## src/rtl/hazard_pkg.sv

```systemverilog
// Shared types for the ID-stage hazard unit.
// Optional forwarding is enabled with HAZARD_FWD_EN.
package hazard_pkg;
    localparam int RA_W_DEF = 4;
    localparam int CNT_W    = 4;

    typedef enum logic [1:0] {
        FWD_RF    = 2'b00,
        FWD_EXMEM = 2'b01,
        FWD_MEMWB = 2'b10
    } fwd_sel_t;

    typedef enum logic {
        IDLE     = 1'b0,
        MUL_BUSY = 1'b1
    } hz_state_t;
endpackage

```

## src/rtl/reg_scoreboard.sv

```systemverilog
// Pending-write vector for long-latency results.
// Register 0 is never marked pending.
module reg_scoreboard
    import hazard_pkg::*;
#(
    parameter int RA_W = RA_W_DEF
) (
    input  logic            clk,
    input  logic            rst_n,
    input  logic            set_i,
    input  logic [RA_W-1:0] set_addr_i,
    input  logic            clr_i,
    input  logic [RA_W-1:0] clr_addr_i,
    input  logic [RA_W-1:0] ra_i,
    input  logic [RA_W-1:0] rb_i,
    output logic            ra_hit_o,
    output logic            rb_hit_o,
    output logic            any_o
);
    localparam int NREG = 1 << RA_W;

    logic [NREG-1:0] pend_q;
    logic [NREG-1:0] pend_d;

    always_comb begin
        pend_d = pend_q;
        if (clr_i) begin
            pend_d[clr_addr_i] = 1'b0;
        end
        if (set_i && (set_addr_i != '0)) begin
            pend_d[set_addr_i] = 1'b1;
        end
    end

    always_ff @(posedge clk) begin
        if (!rst_n) begin
            pend_q <= '0;
        end else begin
            pend_q <= pend_d;
        end
    end

    assign ra_hit_o = pend_q[ra_i];
    assign rb_hit_o = pend_q[rb_i];
    assign any_o    = |pend_q;
endmodule

```

## src/rtl/id_hazard_unit.sv

```systemverilog
// ID-stage hazard detection, operand forwarding and multiplier tracking.
// Define HAZARD_FWD_EN to forward from EX/MEM and MEM/WB instead of stalling.
module id_hazard_unit
    import hazard_pkg::*;
#(
    parameter int RA_W    = RA_W_DEF,
    parameter int MUL_LAT = 4
) (
    input  logic            clk,
    input  logic            rst_n,
    input  logic            id_valid,
    input  logic [RA_W-1:0] id_ra,
    input  logic [RA_W-1:0] id_rb,
    input  logic            id_ra_used,
    input  logic            id_rb_used,
    input  logic [RA_W-1:0] ex_rd,
    input  logic            ex_wr_en,
    input  logic            ex_is_load,
    input  logic            mul_start,
    input  logic            mul_done,
    input  logic [RA_W-1:0] mem_rd,
    input  logic            mem_wr_en,
    input  logic [RA_W-1:0] wb_rd,
    input  logic            wb_wr_en,
    output logic [1:0]      ra_selector,
    output logic [1:0]      rb_selector,
    output logic            stall,
    output logic            bubble,
    output logic            mul_busy
);
    hz_state_t        state_q, state_d;
    logic [CNT_W-1:0] cnt_q, cnt_d;
    logic [RA_W-1:0]  mrd_q, mrd_d;
    logic             sb_set, sb_clr;
    logic             sb_ra, sb_rb, sb_any;
    logic             done_now;
    logic             use_a, use_b;
    logic             lu_a, lu_b;
    logic             pend_a, pend_b;
    logic             struct_hz;
    logic             raw_hz;
    logic             hz;
    fwd_sel_t         ra_sel, rb_sel;

    always_comb begin
        state_d = state_q;
        cnt_d   = cnt_q;
        mrd_d   = mrd_q;
        sb_set  = 1'b0;
        sb_clr  = 1'b0;
        unique case (state_q)
            IDLE: begin
                if (mul_start) begin
                    state_d = MUL_BUSY;
                    cnt_d   = CNT_W'(MUL_LAT - 1);
                    mrd_d   = ex_rd;
                    sb_set  = 1'b1;
                end
            end
            MUL_BUSY: begin
                cnt_d = cnt_q - 1'b1;
                if (mul_done || (cnt_q == CNT_W'(1))) begin
                    state_d = IDLE;
                    cnt_d   = '0;
                    sb_clr  = 1'b1;
                end
            end
            default: state_d = IDLE;
        endcase
    end

    always_ff @(posedge clk) begin
        if (!rst_n) begin
            state_q <= IDLE;
            cnt_q   <= '0;
            mrd_q   <= '0;
        end else begin
            state_q <= state_d;
            cnt_q   <= cnt_d;
            mrd_q   <= mrd_d;
        end
    end

    reg_scoreboard #(
        .RA_W(RA_W)
    ) u_sb (
        .clk       (clk),
        .rst_n     (rst_n),
        .set_i     (sb_set),
        .set_addr_i(ex_rd),
        .clr_i     (sb_clr),
        .clr_addr_i(mrd_q),
        .ra_i      (id_ra),
        .rb_i      (id_rb),
        .ra_hit_o  (sb_ra),
        .rb_hit_o  (sb_rb),
        .any_o     (sb_any)
    );

    assign mul_busy = (state_q == MUL_BUSY);
    assign done_now = mul_busy & mul_done;

    assign use_a = id_ra_used & (id_ra != '0);
    assign use_b = id_rb_used & (id_rb != '0);

    assign lu_a = use_a & ex_is_load & ex_wr_en & (id_ra == ex_rd);
    assign lu_b = use_b & ex_is_load & ex_wr_en & (id_rb == ex_rd);

    // A result completing this cycle is forwarded, so its bit no longer blocks.
    assign pend_a = use_a & sb_ra & ~(done_now & (id_ra == mrd_q));
    assign pend_b = use_b & sb_rb & ~(done_now & (id_rb == mrd_q));

    assign struct_hz = mul_busy & sb_any & ~done_now;

`ifdef HAZARD_FWD_EN
    function automatic fwd_sel_t pick(
        input logic [RA_W-1:0] src,
        input logic            used
    );
        if (!used) begin
            return FWD_RF;
        end else if (mem_wr_en && (src == mem_rd)) begin
            return FWD_EXMEM;
        end else if (wb_wr_en && (src == wb_rd)) begin
            return FWD_MEMWB;
        end
        return FWD_RF;
    endfunction

    assign ra_sel = pick(id_ra, use_a);
    assign rb_sel = pick(id_rb, use_b);
    assign raw_hz = 1'b0;
`else
    assign ra_sel = FWD_RF;
    assign rb_sel = FWD_RF;
    assign raw_hz =
        (use_a & ((ex_wr_en & (id_ra == ex_rd)) |
                  (mem_wr_en & (id_ra == mem_rd)) |
                  (wb_wr_en & (id_ra == wb_rd)))) |
        (use_b & ((ex_wr_en & (id_rb == ex_rd)) |
                  (mem_wr_en & (id_rb == mem_rd)) |
                  (wb_wr_en & (id_rb == wb_rd))));
`endif

    assign ra_selector = ra_sel;
    assign rb_selector = rb_sel;

    assign hz = rst_n & id_valid &
                (lu_a | lu_b | pend_a | pend_b | struct_hz | raw_hz);

    assign stall  = hz;
    assign bubble = hz;
endmodule

```

## config.mk

```make
export PLATFORM = sky130hd
export DESIGN_NAME = id_hazard_unit
export DESIGN_NICKNAME = d
export VERILOG_FILES = /design/src/rtl/hazard_pkg.sv /design/src/rtl/reg_scoreboard.sv /design/src/rtl/id_hazard_unit.sv
export SDC_FILE = /design/constraint.sdc
export NUM_CORES = 1
export LEC_CHECK = 0
export ABC_CLOCK_PERIOD_IN_PS = 2290
export CAP_MARGIN = 10
export CORE_MARGIN = 2
export CORE_UTILIZATION = 52
export DETAILED_ROUTE_END_ITERATION = 8
export PLACE_DENSITY = 0.81
export SYNTH_ARGS = -nofsm -noshare
export SYNTH_HDL_FRONTEND = slang
export SYNTH_SLANG_ARGS = --single-unit
```

## constraint.sdc

```tcl
create_clock -name clk -period 2.29 [get_ports clk]
set_input_delay 0.229 -clock clk [delete_from_list [all_inputs] [get_ports clk]]
set_output_delay 0.229 -clock clk [all_outputs]
set_load 0.02 [all_outputs]
```

After elaboration in Yosys (flattened, before gate mapping). Cells that the tools add are included.

Flip-flop bits (word level): 25. Input bits: 31. Logic and storage cells: 93.

Add/sub/neg operators: 1. $lt $le $gt $ge: 6. Eq/ne operators: 10. Muxes and demuxes: 19. Bitwise gates (word level): 44. Reductions and logical operators: 9.

Operators with widths (count): $eq A4 B4 Y1 (8); $mux W16 (2); $and A1 B1 Y1 (27); $lt A4 B5 Y1 const B (4); $and A16 B16 Y16 (1); $not A16 Y16 (1); $or A16 B16 Y16 (1); $reduce_or A16 Y1 (1); $reduce_bool A4 Y1 (3); $or A1 B1 Y1 (10); $mux W1 (9); $bmux W1 S4 (2); $demux W1 S4 (2); $ge A4 B1 Y1 const B (2); $mux W4 (2); $pmux W4 S2 (1); $eq A4 B1 Y1 const B (1); $not A1 Y1 (4); $sub A4 B1 Y4 const B (1); $logic_and A1 B1 Y1 (3); $ne A2 B2 Y1 const B (1); $pmux W1 S2 (1); $reduce_and A2 Y1 (1); $logic_or A1 B1 Y1 (1).

Logic depth before layout (Yosys ltp).
Depth after elaboration: 11. Gate-level depth with buffers: 8. Gate-level depth less buffers: 8.

Cells and area by module. From an unflattened synthesis, not the netlist that was laid out.

Cells, all modules: 218. Area total of the unflattened synthesis: 1963.1 um2.

By module, submodules not included: reg_scoreboard (times used 1, cells an instance 99, area each 996.0 um2, seq. area each 320.3 um2); id_hazard_unit (times used 1, cells an instance 119, area each 967.2 um2, seq. area each 180.2 um2).

Worst setup path after synthesis. Ideal clock, no wire load.

Path kind: input to output. Start: input id_rb[0]. End: output stall. Arrival time: 1924 ps. Data required time: 2061 ps. Path slack: 137 ps. Stages on the path: 8. Buffers on the path: 2. Cell sequence: buf_2 > mux4_2 > mux2i_1 > mux2i_1 > o41ai_1 > a31oi_1 > o311a_1 > buf_4.

Word-level cells in the longest chain between the ends: 11.

Ends and longest elaborated chain: start, declared (line id_hazard_unit.sv:13) `input logic [RA_W-1:0] id_rb,`; $reduce_bool A4 Y1 (line id_hazard_unit.sv:104) `assign use_b = id_rb_used & (id_rb != '0);`; $and A1 B1 Y1 (line id_hazard_unit.sv:104); $and A1 B1 Y1 (3 in a row) (line id_hazard_unit.sv:107) `assign lu_b = use_b & ex_is_load & ex_wr_en & (id_rb == ex_rd);`; $or A1 B1 Y1 (4 in a row) (line id_hazard_unit.sv:149) `(lu_a | lu_b | pend_a | pend_b | struct_hz | raw_hz);`; $or A1 B1 Y1 * (line id_hazard_unit.sv:149); $and A1 B1 Y1 * (line id_hazard_unit.sv:148) `assign hz = rst_n & id_valid &`; end, declared (line id_hazard_unit.sv:27) `output logic stall,`.

Mark *: on every way between the ends. The rest lies on a longest branch, timed or not. The select of a mux whose other input is x is not followed.

Worst setup path in the final report.
Start: register u_sb.pend_q[13]. End: output bubble.

Word-level cells in the longest chain between the ends: 9.

Ends and longest elaborated chain: start, declared (line reg_scoreboard.sv:22) `logic [NREG-1:0] pend_q;`; start signal, assigned (line reg_scoreboard.sv:39) `pend_q <= pend_d;`; $bmux W1 S4 (line reg_scoreboard.sv:43) `assign ra_hit_o = pend_q[ra_i];`; $mux W1 (implied by the code) (line reg_scoreboard.sv:43); $and A1 B1 Y1 (2 in a row) (line id_hazard_unit.sv:110) `assign pend_a = use_a & sb_ra & ~(done_now & (id_ra == mrd_q));`; $or A1 B1 Y1 (2 in a row) (line id_hazard_unit.sv:149); $or A1 B1 Y1 * (2 in a row) (line id_hazard_unit.sv:149); $and A1 B1 Y1 * (line id_hazard_unit.sv:148); end, declared (line id_hazard_unit.sv:28) `output logic bubble,`.

Marks and branches as above.

==> results.yml <==
final_layout:
  utilization: 0.6760
  fill_cells: 295
  final_common_cell: "buf_4"
  num-nets-final: 304
  final_cell_count_no_fill: 318
  syn2layout_area_growth_pct: 25.91
  num_antenna_cells: 0
  finalInstanceArea_um2: 2475
  drive_above_1_share: 0.2074
  most-common-layout-cells: "buf_4 (31), clkdlybuf4s50_1 (26), xor2_1 (24), nand2_1 (24), a21boi_1 (19)"
critical_path:
  slowest_stage: "mux4_1"
  crit_family: "multiplexers"
  cp-end-kind: "primary output"
  cp_max_fo: 3
  required_ns: 2.06
  path_common_cell: "mux2i_1"
  critical_path.max_stage_delay_ns: 0.49
  crit_arrival_ns: 2.13
  crit_chain: "mux4_1, mux2i_1, mux2i_1, o41ai_2, a31oi_1, o311a_1, buf_6"
  start_kind: "flip-flop"
  worst-path-buf-inv: 1
  critical_path_class: "flip-flop to primary output"
sta:
  timing.final.ws_setup_ns: -0.06627
  period_needed_ns: 2.356
  rsz0062_at_grt: "yes"
  final-max-slew-violation-count: 0
  worstMarginPinSlew_ns: 0.5836
  hold_violations: 0
  timing.fmax_mhz: 424.4
  finalClockSkew_ns: 0.003549
  relSlewSlack: 0.6101
  whs_ns: 0.5101
  finalCritPeriodShare: 1.029
  finalSetupViolations: 2
global_routing:
  grt_max_degree: 24
  grt_pass1_vias: 1804
  grt_util_met1: 0.3229
  grt_first_pass_wirelength_um: 8452
  top_usage_layer: "met2"
  grt.overflow.total: 0
  use_met3: 0.04281
  antenna_found_initial: 0
  gr-usage-met2: 0.4388
  grtUsageTotal: 0.2571
synthesis:
  yosys_warnings: 0
  yosys.area_share.adder: 0.01273
  synth-compound-area-share: 0.1814
  synth_top_family_by_area: "compound AO/OA/AOI/OAI gates"
  synth_mux_area_frac: 0.1299
  synthXorXnorAreaFrac: 0.1426
  synth_seq_area_share: 0.2546
  synth_area_um2: 1966
  synthCells: 222
  synth_cell_types: 42
  synth_area_leader_cell: "dfxtp_1"
  synth.area.top_cells: "dfxtp_1 (25%), xor2_1 (11%), a21boi_1 (7.3%)"
  syn_avg_cell_area_um2: 8.854
  synth_top_area_frac: 0.2546
  yosys.area_share.simple: 0.1795
  synth_seq_cells: 25
clock_tree:
  cts_max_level: 1
  clk-insertion-delay-late_ns: 0.27
  cts_buffers: 3
  cts_tree: "yes"
  clk_pin_slew_ns: 0.09
  clockRootBuffer: "clkbuf_8"
  cts.sinks: 25
  clockBufferDepth: 2
floorplanning:
  die_area_um2: 4288
  chipWidth_um: 65.48
  die_y_um: 65.48
  start_util: 0.5369
  fp-row-count: 22
  fp.coreArea_um2: 3661
  boundaryPins: 38
job:
  cap_violations: 0
power:
  ir_drop_uv: 215.7
  p_leak_nw: 0.9767
  pwr_density_cell_nw_per_um2: 422.5
  p_total_mw: 1.046
route:
  vias_per_cell: 5.783
  ant_nets: 0
  dr_total_vias: 1839
  first_pass_iters: 4
  detail_route.iter0.violations: 112
  drcViolationCount: 0
  wl_um: 5253
  wl_per_cell_um: 16.52
placed_design:
  hpwl_um: 4094
  placed_cells: 313
  routabilityCongestion: 0.8567
  port_buffers: 32
  placed_area_um2: 2406
run_status:
  outcome: "complete, but fails checks"
  violations: "setup timing"
worst_hold_path:
  hp-class: "flip-flop to flip-flop"
## through the flow
stage / worst slack, ns / setup TNS (ns)
2_1_floorplan: 0.1367 / 0
3_3_place_gp: -0.7157 / -1.430
3_5_place_dp: -0.7489 / -1.491
4_1_cts: -0.07837 / -0.1560
5_1_grt: -0.1686 / -0.3364
6_report: -0.06627 / -0.1318
## worst reg2reg max path, delay by kind of cell (launching register included)
kind                       cells  cell delay [ns]
and+or+nand+nor                2             0.82
AOI/OAI and AO/OA              3             0.42
adders and majority gates      1             0.17
DFF                            1             0.43
## Yosys cell counts (all sizes together)
cell type,count
dfxtp,25
nand2,24
xor2,24
a21boi,19
o21ai,16
buf,12
clkbuf,9
mux4,8
nand3,8
xnor2,8
nor4,7
mux2i,6
nor2,6
nor3,6
nor2b,5
a31oi,4
nand2b,4
nor3b,4
o41ai,4
o22ai,3
a21oi,2
ha,2
inv,2
or2,2
a211oi,1
a41oi,1
and2,1
and3,1
bufbuf,1
conb,1
dlygate4sd1,1
o2111ai,1
o211a,1
o311a,1
or3,1
or3b,1
## registers in the layout (all words and copies together), names as in the netlist
| signal | cells |
|---|---|
| mrd_q | 4 |
| u_sb.pend_q | 16 |
| cnt_q | 4 |
| mul_busy | 1 |
## logic make-up (layout without fill, tap and decap cells)
| logic type | after synthesis | count (layout) |
|---|---|---|
| mux | 14 | 14 |
| xor+xnor | 32 | 32 |
| buf+inv | 25 | 70 |
| fa+ha+maj | 2 | 2 |
| other cells | 1 | 4 |
| compound gates | 53 | 53 |
| simple gates | 70 | 70 |
| flops | 25 | 25 |
## repair_timing
item,CTS,global route
gates cloned,0,0
setup buffers,0,1
resized for setup,19,13
hold buffers,0,0
pin swaps,2,3
endpoints found under the setup margin,2,2
## per-layer routing
metal  vias to the layer above  share of wire  wire length [um]
li1                        882              -                 -
met1                       853           0.41              2151
met2                        94           0.49              2600
met3                        10          0.078               410
met4                         0          0.017                90
met5                         -              0                 0
## power breakdown
| group | leakage, nW | total, mW | switching [mW] | internal (mW) |
|---|---|---|---|---|
| logic | 0.744 | 0.308 | 0.152 | 0.156 |
| clock network | 0.0255 | 0.270 | 0.147 | 0.122 |
| registers | 0.207 | 0.468 | 0.0179 | 0.451 |
| total | 0.977 | 1.05 | 0.317 | 0.729 |
## cell type report
cell class | instances | area [um2] | area share
multi-input cells | 175 | 1289 | 0.5207
repair buffers | 64 | 563.0 | 0.2275
flip-flops and latches | 25 | 509.2 | 0.2058
well taps | 48 | 60.06 | 0.02427
clock buffers | 3 | 41.29 | 0.01668
inverters | 2 | 7.507 | 0.003033
clock inverters | 1 | 5.005 | 0.002022
## path summary, 6_finish.rpt
check	start	slack [ns]	cells past startpoint	end
worst min-delay path	u_sb.pend_q[6]	0.51	2	u_sb.pend_q[6]
worst max-delay path	u_sb.pend_q[13]	-0.07	7	bubble
worst max register to register	cnt_q[0]	0.35	6	u_sb.pend_q[5]
worst min register to register	u_sb.pend_q[6]	0.51	2	u_sb.pend_q[6]
Power figures use the tool's default switching activity.
